## src/rtl/pong_pkg.sv

```systemverilog
// Shared definitions for the ping-pong game controller slice:
// state codes, BCD digit width and the countdown timer reload value.
package pong_pkg;

    typedef enum logic [1:0] {
        ST_NEWGAME = 2'd0,
        ST_PLAY    = 2'd1,
        ST_NEWBALL = 2'd2,
        ST_OVER    = 2'd3
    } state_t;

    localparam int BCD_W = 4;

    localparam logic [6:0] TIMER_RELOAD = 7'd127;

endpackage

```

## src/rtl/bcd_score_counter.sv

```systemverilog
// Two-digit BCD score counter, synchronous clear and increment, 99 wraps to 00.
// Ports: clk, reset_n (async low), clr, inc -> d1 (tens), d0 (units).
module bcd_score_counter
    import pong_pkg::*;
(
    input  logic             clk,
    input  logic             reset_n,
    input  logic             clr,
    input  logic             inc,
    output logic [BCD_W-1:0] d1,
    output logic [BCD_W-1:0] d0
);

    logic [BCD_W-1:0] r_d1;
    logic [BCD_W-1:0] r_d0;

    always_ff @(posedge clk or negedge reset_n) begin
        if (!reset_n) begin
            r_d1 <= '0;
            r_d0 <= '0;
        end else if (clr) begin
            r_d1 <= '0;
            r_d0 <= '0;
        end else if (inc) begin
            if (r_d0 == 4'd9) begin
                r_d0 <= '0;
                r_d1 <= (r_d1 == 4'd9) ? '0 : r_d1 + 4'd1;
            end else begin
                r_d0 <= r_d0 + 4'd1;
            end
        end
    end

    assign d1 = r_d1;
    assign d0 = r_d0;

endmodule

```

## src/rtl/pong_game_ctrl.sv

```systemverilog
// Ping-pong game sequencer: new game / play / new ball / game over,
// ball count, BCD score, timer start pulse and graphics freeze.
// Ports: clk, reset_n, btn[1:0], hit, miss, timer_up in;
//   timer_start, gra_still, game_state, balls_left, score_d1/d0 out.
// PONG_HISCORE_EN adds a high-score register and hiscore_d1/d0 outputs.
module pong_game_ctrl
    import pong_pkg::*;
#(
    parameter int BALLS = 3
) (
    input  logic             clk,
    input  logic             reset_n,
    input  logic [1:0]       btn,
    input  logic             hit,
    input  logic             miss,
    input  logic             timer_up,
    output logic             timer_start,
    output logic             gra_still,
    output logic [1:0]       game_state,
    output logic [2:0]       balls_left,
`ifdef PONG_HISCORE_EN
    output logic [BCD_W-1:0] hiscore_d1,
    output logic [BCD_W-1:0] hiscore_d0,
`endif
    output logic [BCD_W-1:0] score_d1,
    output logic [BCD_W-1:0] score_d0
);

    localparam logic [2:0] BALLS_INIT = 3'(BALLS);

    state_t     r_state;
    logic       r_btn_q;
    logic       r_timer_start;
    logic       r_gra_still;
    logic [2:0] r_balls;

    logic       w_btn_ev;
    logic       w_timer_ok;
    logic       w_score_clr;
    logic       w_score_inc;
    logic [BCD_W-1:0] w_sc_d1;
    logic [BCD_W-1:0] w_sc_d0;

    assign w_btn_ev = (|btn) & ~r_btn_q;

    // Timer has not reloaded yet while our start pulse is still out.
    assign w_timer_ok = timer_up & ~r_timer_start;

    assign w_score_clr = (r_state == ST_OVER) & w_timer_ok;
    assign w_score_inc = (r_state == ST_PLAY) & hit;

`ifdef PONG_HISCORE_EN
    logic [BCD_W-1:0] r_hi_d1;
    logic [BCD_W-1:0] r_hi_d0;
`endif

    always_ff @(posedge clk or negedge reset_n) begin
        if (!reset_n) begin
            r_state       <= ST_NEWGAME;
            r_btn_q       <= 1'b0;
            r_timer_start <= 1'b0;
            r_gra_still   <= 1'b1;
            r_balls       <= BALLS_INIT;
`ifdef PONG_HISCORE_EN
            r_hi_d1       <= '0;
            r_hi_d0       <= '0;
`endif
        end else begin
            r_btn_q       <= |btn;
            r_timer_start <= 1'b0;
            unique case (r_state)
                ST_NEWGAME: begin
                    if (w_btn_ev) begin
                        r_state     <= ST_PLAY;
                        r_gra_still <= 1'b0;
                        if (r_balls != 3'd0)
                            r_balls <= r_balls - 3'd1;
                    end
                end
                ST_PLAY: begin
                    // A simultaneous hit takes priority over the miss.
                    if (miss && !hit) begin
                        r_timer_start <= 1'b1;
                        r_gra_still   <= 1'b1;
                        if (r_balls == 3'd0) begin
                            r_state <= ST_OVER;
`ifdef PONG_HISCORE_EN
                            // BCD digits compare correctly as a packed byte.
                            if ({w_sc_d1, w_sc_d0} > {r_hi_d1, r_hi_d0}) begin
                                r_hi_d1 <= w_sc_d1;
                                r_hi_d0 <= w_sc_d0;
                            end
`endif
                        end else begin
                            r_state <= ST_NEWBALL;
                            r_balls <= r_balls - 3'd1;
                        end
                    end
                end
                ST_NEWBALL: begin
                    if (w_timer_ok && w_btn_ev) begin
                        r_state     <= ST_PLAY;
                        r_gra_still <= 1'b0;
                    end
                end
                ST_OVER: begin
                    if (w_timer_ok) begin
                        r_state <= ST_NEWGAME;
                        r_balls <= BALLS_INIT;
                    end
                end
            endcase
        end
    end

    bcd_score_counter u_score (
        .clk     (clk),
        .reset_n (reset_n),
        .clr     (w_score_clr),
        .inc     (w_score_inc),
        .d1      (w_sc_d1),
        .d0      (w_sc_d0)
    );

    assign timer_start = r_timer_start;
    assign gra_still   = r_gra_still;
    assign game_state  = r_state;
    assign balls_left  = r_balls;
    assign score_d1    = w_sc_d1;
    assign score_d0    = w_sc_d0;
`ifdef PONG_HISCORE_EN
    assign hiscore_d1  = r_hi_d1;
    assign hiscore_d0  = r_hi_d0;
`endif

endmodule

```

## config.mk

```make
export PLATFORM = sky130hd
export DESIGN_NAME = pong_game_ctrl
export DESIGN_NICKNAME = d
export VERILOG_FILES = /design/src/rtl/pong_pkg.sv /design/src/rtl/bcd_score_counter.sv /design/src/rtl/pong_game_ctrl.sv
export SDC_FILE = /design/constraint.sdc
export NUM_CORES = 1
export LEC_CHECK = 0
export ABC_AREA = 1
export BUFFER_PORTS_ARGS = -buffer_cell sky130_fd_sc_hd__buf_2
export CORE_ASPECT_RATIO = 1.5
export CORE_MARGIN = 2
export CORE_UTILIZATION = 45
export DETAILED_ROUTE_END_ITERATION = 12
export GPL_ROUTABILITY_DRIVEN = 1
export PLACE_DENSITY = 0.73
export SYNTH_ARGS = -nofsm -noshare
export SYNTH_HDL_FRONTEND = slang
export SYNTH_SLANG_ARGS = --single-unit
```

## constraint.sdc

```tcl
create_clock -name clk -period 2.2 [get_ports clk]
set_input_delay 0.55 -clock clk [delete_from_list [all_inputs] [get_ports clk]]
set_output_delay 0.55 -clock clk [all_outputs]
set_load 0.05 [all_outputs]
```

Word level (Yosys, flattened, before mapping):

Index checks and enable logic that the tools add are counted.

* register bits after elaboration: 16
* latch bits: 0
* bits in writable memories: 0
* memory bits (read-only): 0
* input bits: 7
* memories kept: 0

* add/sub/neg operators: 3
* multiply operators: 0
* div/mod/pow operators: 0
* $lt $le $gt $ge: 0
* eq/ne operators: 11
* shift-type cells: 0
* muxes and demuxes: 25
* bitwise operators: 6
* reductions and logical operators: 15

Operators with widths (number)
* $mux W4: 7
* $mux W3: 5
* $ne A2 B2 Y1 const B: 5
* $pmux W3 S3: 1
* $reduce_bool A3 Y1: 3
* $add A4 B1 Y4 const B: 2
* $eq A4 B4 Y1 const B: 2
* $mux W2: 4
* $pmux W2 S4: 1
* $reduce_and A4 Y1: 2
* $mux W1: 6
* $reduce_and A6 Y1: 1
* $and A1 B1 Y1: 4
* $eq A2 B2 Y1 const B: 2
* $reduce_bool A2 Y1: 2
* $logic_not A3 Y1: 1
* $pmux W1 S3: 1
* $sub A3 B1 Y3 const B: 1
* $eq A2 B1 Y1 const B: 1
* $logic_and A1 B1 Y1: 2
* $logic_not A2 Y1: 1
* $ne A2 B1 Y1 const B: 1
* $not A1 Y1: 2
* $reduce_and A2 Y1: 1
* other kinds (2): 2

Depth between registers and ports, before layout:

* word-level depth: 5
* mapped depth: 8
* mapped depth without buffers: 8

Cells and area by module:

A second synthesis with hierarchy kept.

* cells, all modules: 120
* area, all modules: 1009.7 µm²

Modules (own cells, without submodules)
* pong_game_ctrl: instances 1, cells each 62, area each 506.7 µm², sequential area each 203.9 µm²
* bcd_score_counter: instances 1, cells each 58, area each 503.0 µm², sequential area each 200.2 µm²

Worst setup path after synthesis:

OpenSTA, ideal clock, no wires.

* path type: register to register
* from: register r_balls[0], in the netlist balls_left[0]
* to: register r_balls[2], in the netlist balls_left[2]
* library setup time: 0.120 ns
* data arrival time: 1.471 ns
* path slack: 0.609 ns
* cell stages (with the launch flop): 9
* buffers on the path: 0
* clock period less this slack: 1.591 ns
* cells stage by stage: dfstp_2 inv_1 ha_1 inv_1 nor2_1 o21ai_2 nand2_4 nand2_1 o21ai_2

* word-level cells in the longest chain between the ends: 4
* elaborated cells between the ends (all ways): 11
* those cells by class: add/sub (1); eq/ne (2); mux (5); reduce/logical (3)

RTL lines
* start, declared: line pong_game_ctrl.sv:35 `logic [2:0] r_balls;`
* start signal, assigned: line pong_game_ctrl.sv:77 `r_balls <= r_balls - 3'd1;`
* start signal, assigned: line pong_game_ctrl.sv:96 `r_balls <= r_balls - 3'd1;`
* $sub A3 B1 Y3: line pong_game_ctrl.sv:77, pong_game_ctrl.sv:96
* $mux W3 (on tied branches): line pong_game_ctrl.sv:85, pong_game_ctrl.sv:76
* $mux W3 (on tied branches): line pong_game_ctrl.sv:82, pong_game_ctrl.sv:73
* $pmux W3 S3: line pong_game_ctrl.sv:71 `unique case (r_state)`

Parallel ways exist; a longest one is shown, timed or not. The select of a mux whose other input is x is not followed.
A chain may end at the register's enable or synchronous reset.

Worst setup path after layout:

* from: register r_state[0], in the netlist game_state[0]
* to: output game_state[0]

RTL lines
* start, declared: line pong_game_ctrl.sv:31 `state_t r_state;`
* start signal, assigned: line pong_game_ctrl.sv:59 `r_state <= ST_NEWGAME;`
* start signal, assigned: line pong_game_ctrl.sv:74 `r_state <= ST_PLAY;`
* start signal, assigned: line pong_game_ctrl.sv:86 `r_state <= ST_OVER;`
* end, declared: line pong_game_ctrl.sv:19 `output logic [1:0] game_state,`

No word-level cell between the ends.

==> summary.md <==
| Metric | Value |
|---|---|
| Status | `finished clean` |
| Synth-to-layout area growth | `15.8%` |
| Synth Register Bits | `16` |
| Post-DP HPWL | `roughly 1500 um` |
| Drt total wl | `1930 um` |
| 1st-iter DRT viols | `25` |
| Synth cell types | `24` |
| Clock-pin slew of the registers on the worst-case setup and hold paths | `100 ps` |
| Max_slew headroom | `0.764` |
| Critical-path top delay cell | `dfrtp_1` |
| Final TNS setup | `0 ps` |
| Cell taking the most area after synthesis | `dfrtp_1` |
| P_leak | `0.681 nW` |
| Hold Crit Class | `primary input to asynchronous set/reset pin` |
| Max-slew violations | `0` |
| Worst Path Required | `about 1700 ps` |
| WHS | `~140 ps` |
| Register area share after synthesis | `0.398` |
| Max-capacitance violation count | `0` |
| NumNets Final | `roughly 160` |
| Setup bufs post-CTS | `0` |
| Number of global-route vias before repair | `847` |
| Synth top area share | `0.321` |
| Via total after detailed routing | `slightly below 900` |
| Worst path cell trace | `buf_2` |
| Post-cts sizing count | `0` |
| Remaining Overflow, GRT | `0` |
| Antenna violations before repair | `0` |
| Combinational share of power | `0.606` |
| Unrepaired setup endpoints after global routing | `no` |
| CTS buffer count | `3` |
| Critical path's top delay family | `flip-flops` |
| WL per Instance | `~11 um` |
| Routability cong. | `0.814` |
| F_max | `about 0.59 GHz` |
| Critical path endpoint category | `primary output` |
| Fillers | `roughly 210` |
| Final ANT Viol Nets | `0` |
| Die width | `42.8 um` |
| DRC Markers | `0` |
| # port buffers | `21` |
| Final worst path period need | `1700 ps` |
| Commonest non-fill, non-tap cells in the layout | `nand2_1 (31), buf_2 (21), inv_1 (19)` |
| Pin count of the biggest net entering global routing | `17` |
| Cts hold-fix bufs | `0` |
| Clk buf depth | `2` |
| Mapped cell area | `about 1000 sq um` |
| Sw Ratio | `0.567` |
| Crit share post-route | `0.771` |
| Htree depth | `1` |
| Synthesis warning total | `0` |
| Hold Fails Final Rpt | `0` |
| Die height | `62.2 um` |
| Crit-path max FO | `8` |
| Power per cell area | `1630 nW/um^2` |
| Area of the multi-input gates | `roughly 520 sq um` |
| Commonest non-fill, non-tap cell in the layout | `nand2_1` |
| Fraction of layout cells with a size suffix above 1 | `0.307` |
| Clock Power Share | `0.087` |
| Buf/Inv on CP | `1` |
| Crit path kind | `register to primary output` |
| Site Rows | `21` |
| Sw power | `1.09 mW` |
| Final setup viols | `0` |
| Antenna Cells | `0` |
| Clock insertion delay at the later pin of the skew report | `about 300 ps` |
| Max stage delay on crit path | `520 ps` |
| WP data arrival | `around 1200 ps` |
| Clk sinks | `16` |
| I/O pin cnt | `22` |
| Seq pwr share | `0.308` |
| Cell Int Power | `approximately 0.83 mW` |
| Vias per cell | `around 5` |
| Starting Density | `0.465` |
| Core ar. | `between 2000 and 2500 sq um` |
| Avg Inst Size Synth | `~8 sq um` |
| First-pass GRT wire length | `roughly 3500 um` |
| CTS root buf | `clkbuf_4` |
| CTS tree | `built` |
| TritonRoute pass-1 iters | `4` |
| Startpoint class of the critical path | `register` |
| Synth Net Count | `between 100 and 150` |
| Fin Clk Skew | `between 10 and 15 ps` |
| Top cells by area, synth | `dfrtp_1 (32%), nand2_1 (11%), dfstp_2 (7.8%)` |
| Tot GR Track Use | `0.169` |
| Worst-Margin Slew | `354 ps` |
| Full die area | `2660 sq um` |
| Gate Count Post-Synth | `between 100 and 150` |
| FF/Latch Area | `roughly 400 sq um` |
| Peak VDD IR | `around 0.00075 V` |
## worst paths after layout
path	start	cells after the start	slack (ps)	to
max	game_state[0]	1	500	game_state[0]
min	reset_n	1	140	r_btn_q
max reg2reg	balls_left[0]	8	780	balls_left[2]
min reg2reg	gra_still	2	470	gra_still
max in group asynchronous	reset_n	1	1740	gra_still
min in group clk	gra_still	2	470	gra_still
## logic make-up after synthesis
kind of cell / count (synthesis) / synth area share
AO/OA/AOI/OAI: 10 / 0.0727
XOR/XNOR: 2 / 0.0173
flip-flops: 16 / 0.398
multiplexers: 1 / 0.00986
AND/OR/NAND/NOR: 67 / 0.340
buffers and inverters: 23 / 0.0876
adder cells (fa/ha/maj): 6 / 0.0740
## state kept, by name, summed over array words and instances, names as in the netlist
register     cells
balls_left       3
gra_still        1
u_score.d1       4
u_score.d0       4
game_state       2
r_btn_q          1
timer_start      1
## metrics by stage
step           worst slack (ps)  std cells  area [sq um]  utilization  total power [mW]
3_3_place_gp                831        169          1150        0.527              1.73
2_1_floorplan               609        125          1010            -              1.52
5_1_grt                     467        173          1170        0.539              2.08
4_1_cts                     506        173          1170        0.539              1.94
3_5_place_dp                784        169          1150        0.527              1.77
6_report                    504        173          1170        0.539              1.92
## power by group through the flow
stage	logic, mW	registers, mW	clock network, mW
floorplan	0.538	0.981	0
detailed placement	1.17	0.596	0
global placement	1.15	0.588	0
global route	1.28	0.618	0.179
CTS	1.18	0.591	0.171
finish	1.16	0.590	0.167
## synth_stat cells
cell / n
nand2_1: 31
inv_1: 19
dfrtp_1: 13
nand3_1: 11
nor2_1: 9
ha_1: 6
o21ai_2: 6
nand4_1: 4
dfstp_2: 3
nand2_2: 3
nand2_4: 3
a21oi_1: 2
inv_2: 2
nand3b_1: 2
xor2_1: 2
clkinv_1: 1
inv_4: 1
mux2i_1: 1
nand2_8: 1
nand3_2: 1
nor2_2: 1
nor2_4: 1
o21ai_1: 1
o22ai_1: 1
## layer usage
layer / global-route usage / vias up / routed length (um)
met2: 0.282 / 23 / 1020
li1: - / 445 / -
met5: 0 / - / 0
met3: 0.0174 / 6 / 70
met1: 0.201 / 391 / 789
met4: 0.0977 / 0 / 50
## final cells by class
class                           instances  area share
Tap cell                               23      0.0245
Timing Repair Buffer                   21      0.0895
Sequential cell                        16       0.344
Multi-Input combinational cell         86       0.444
Inverter                               23      0.0756
Clock buffer                            4      0.0224
(Power assumes the default switching activity.)
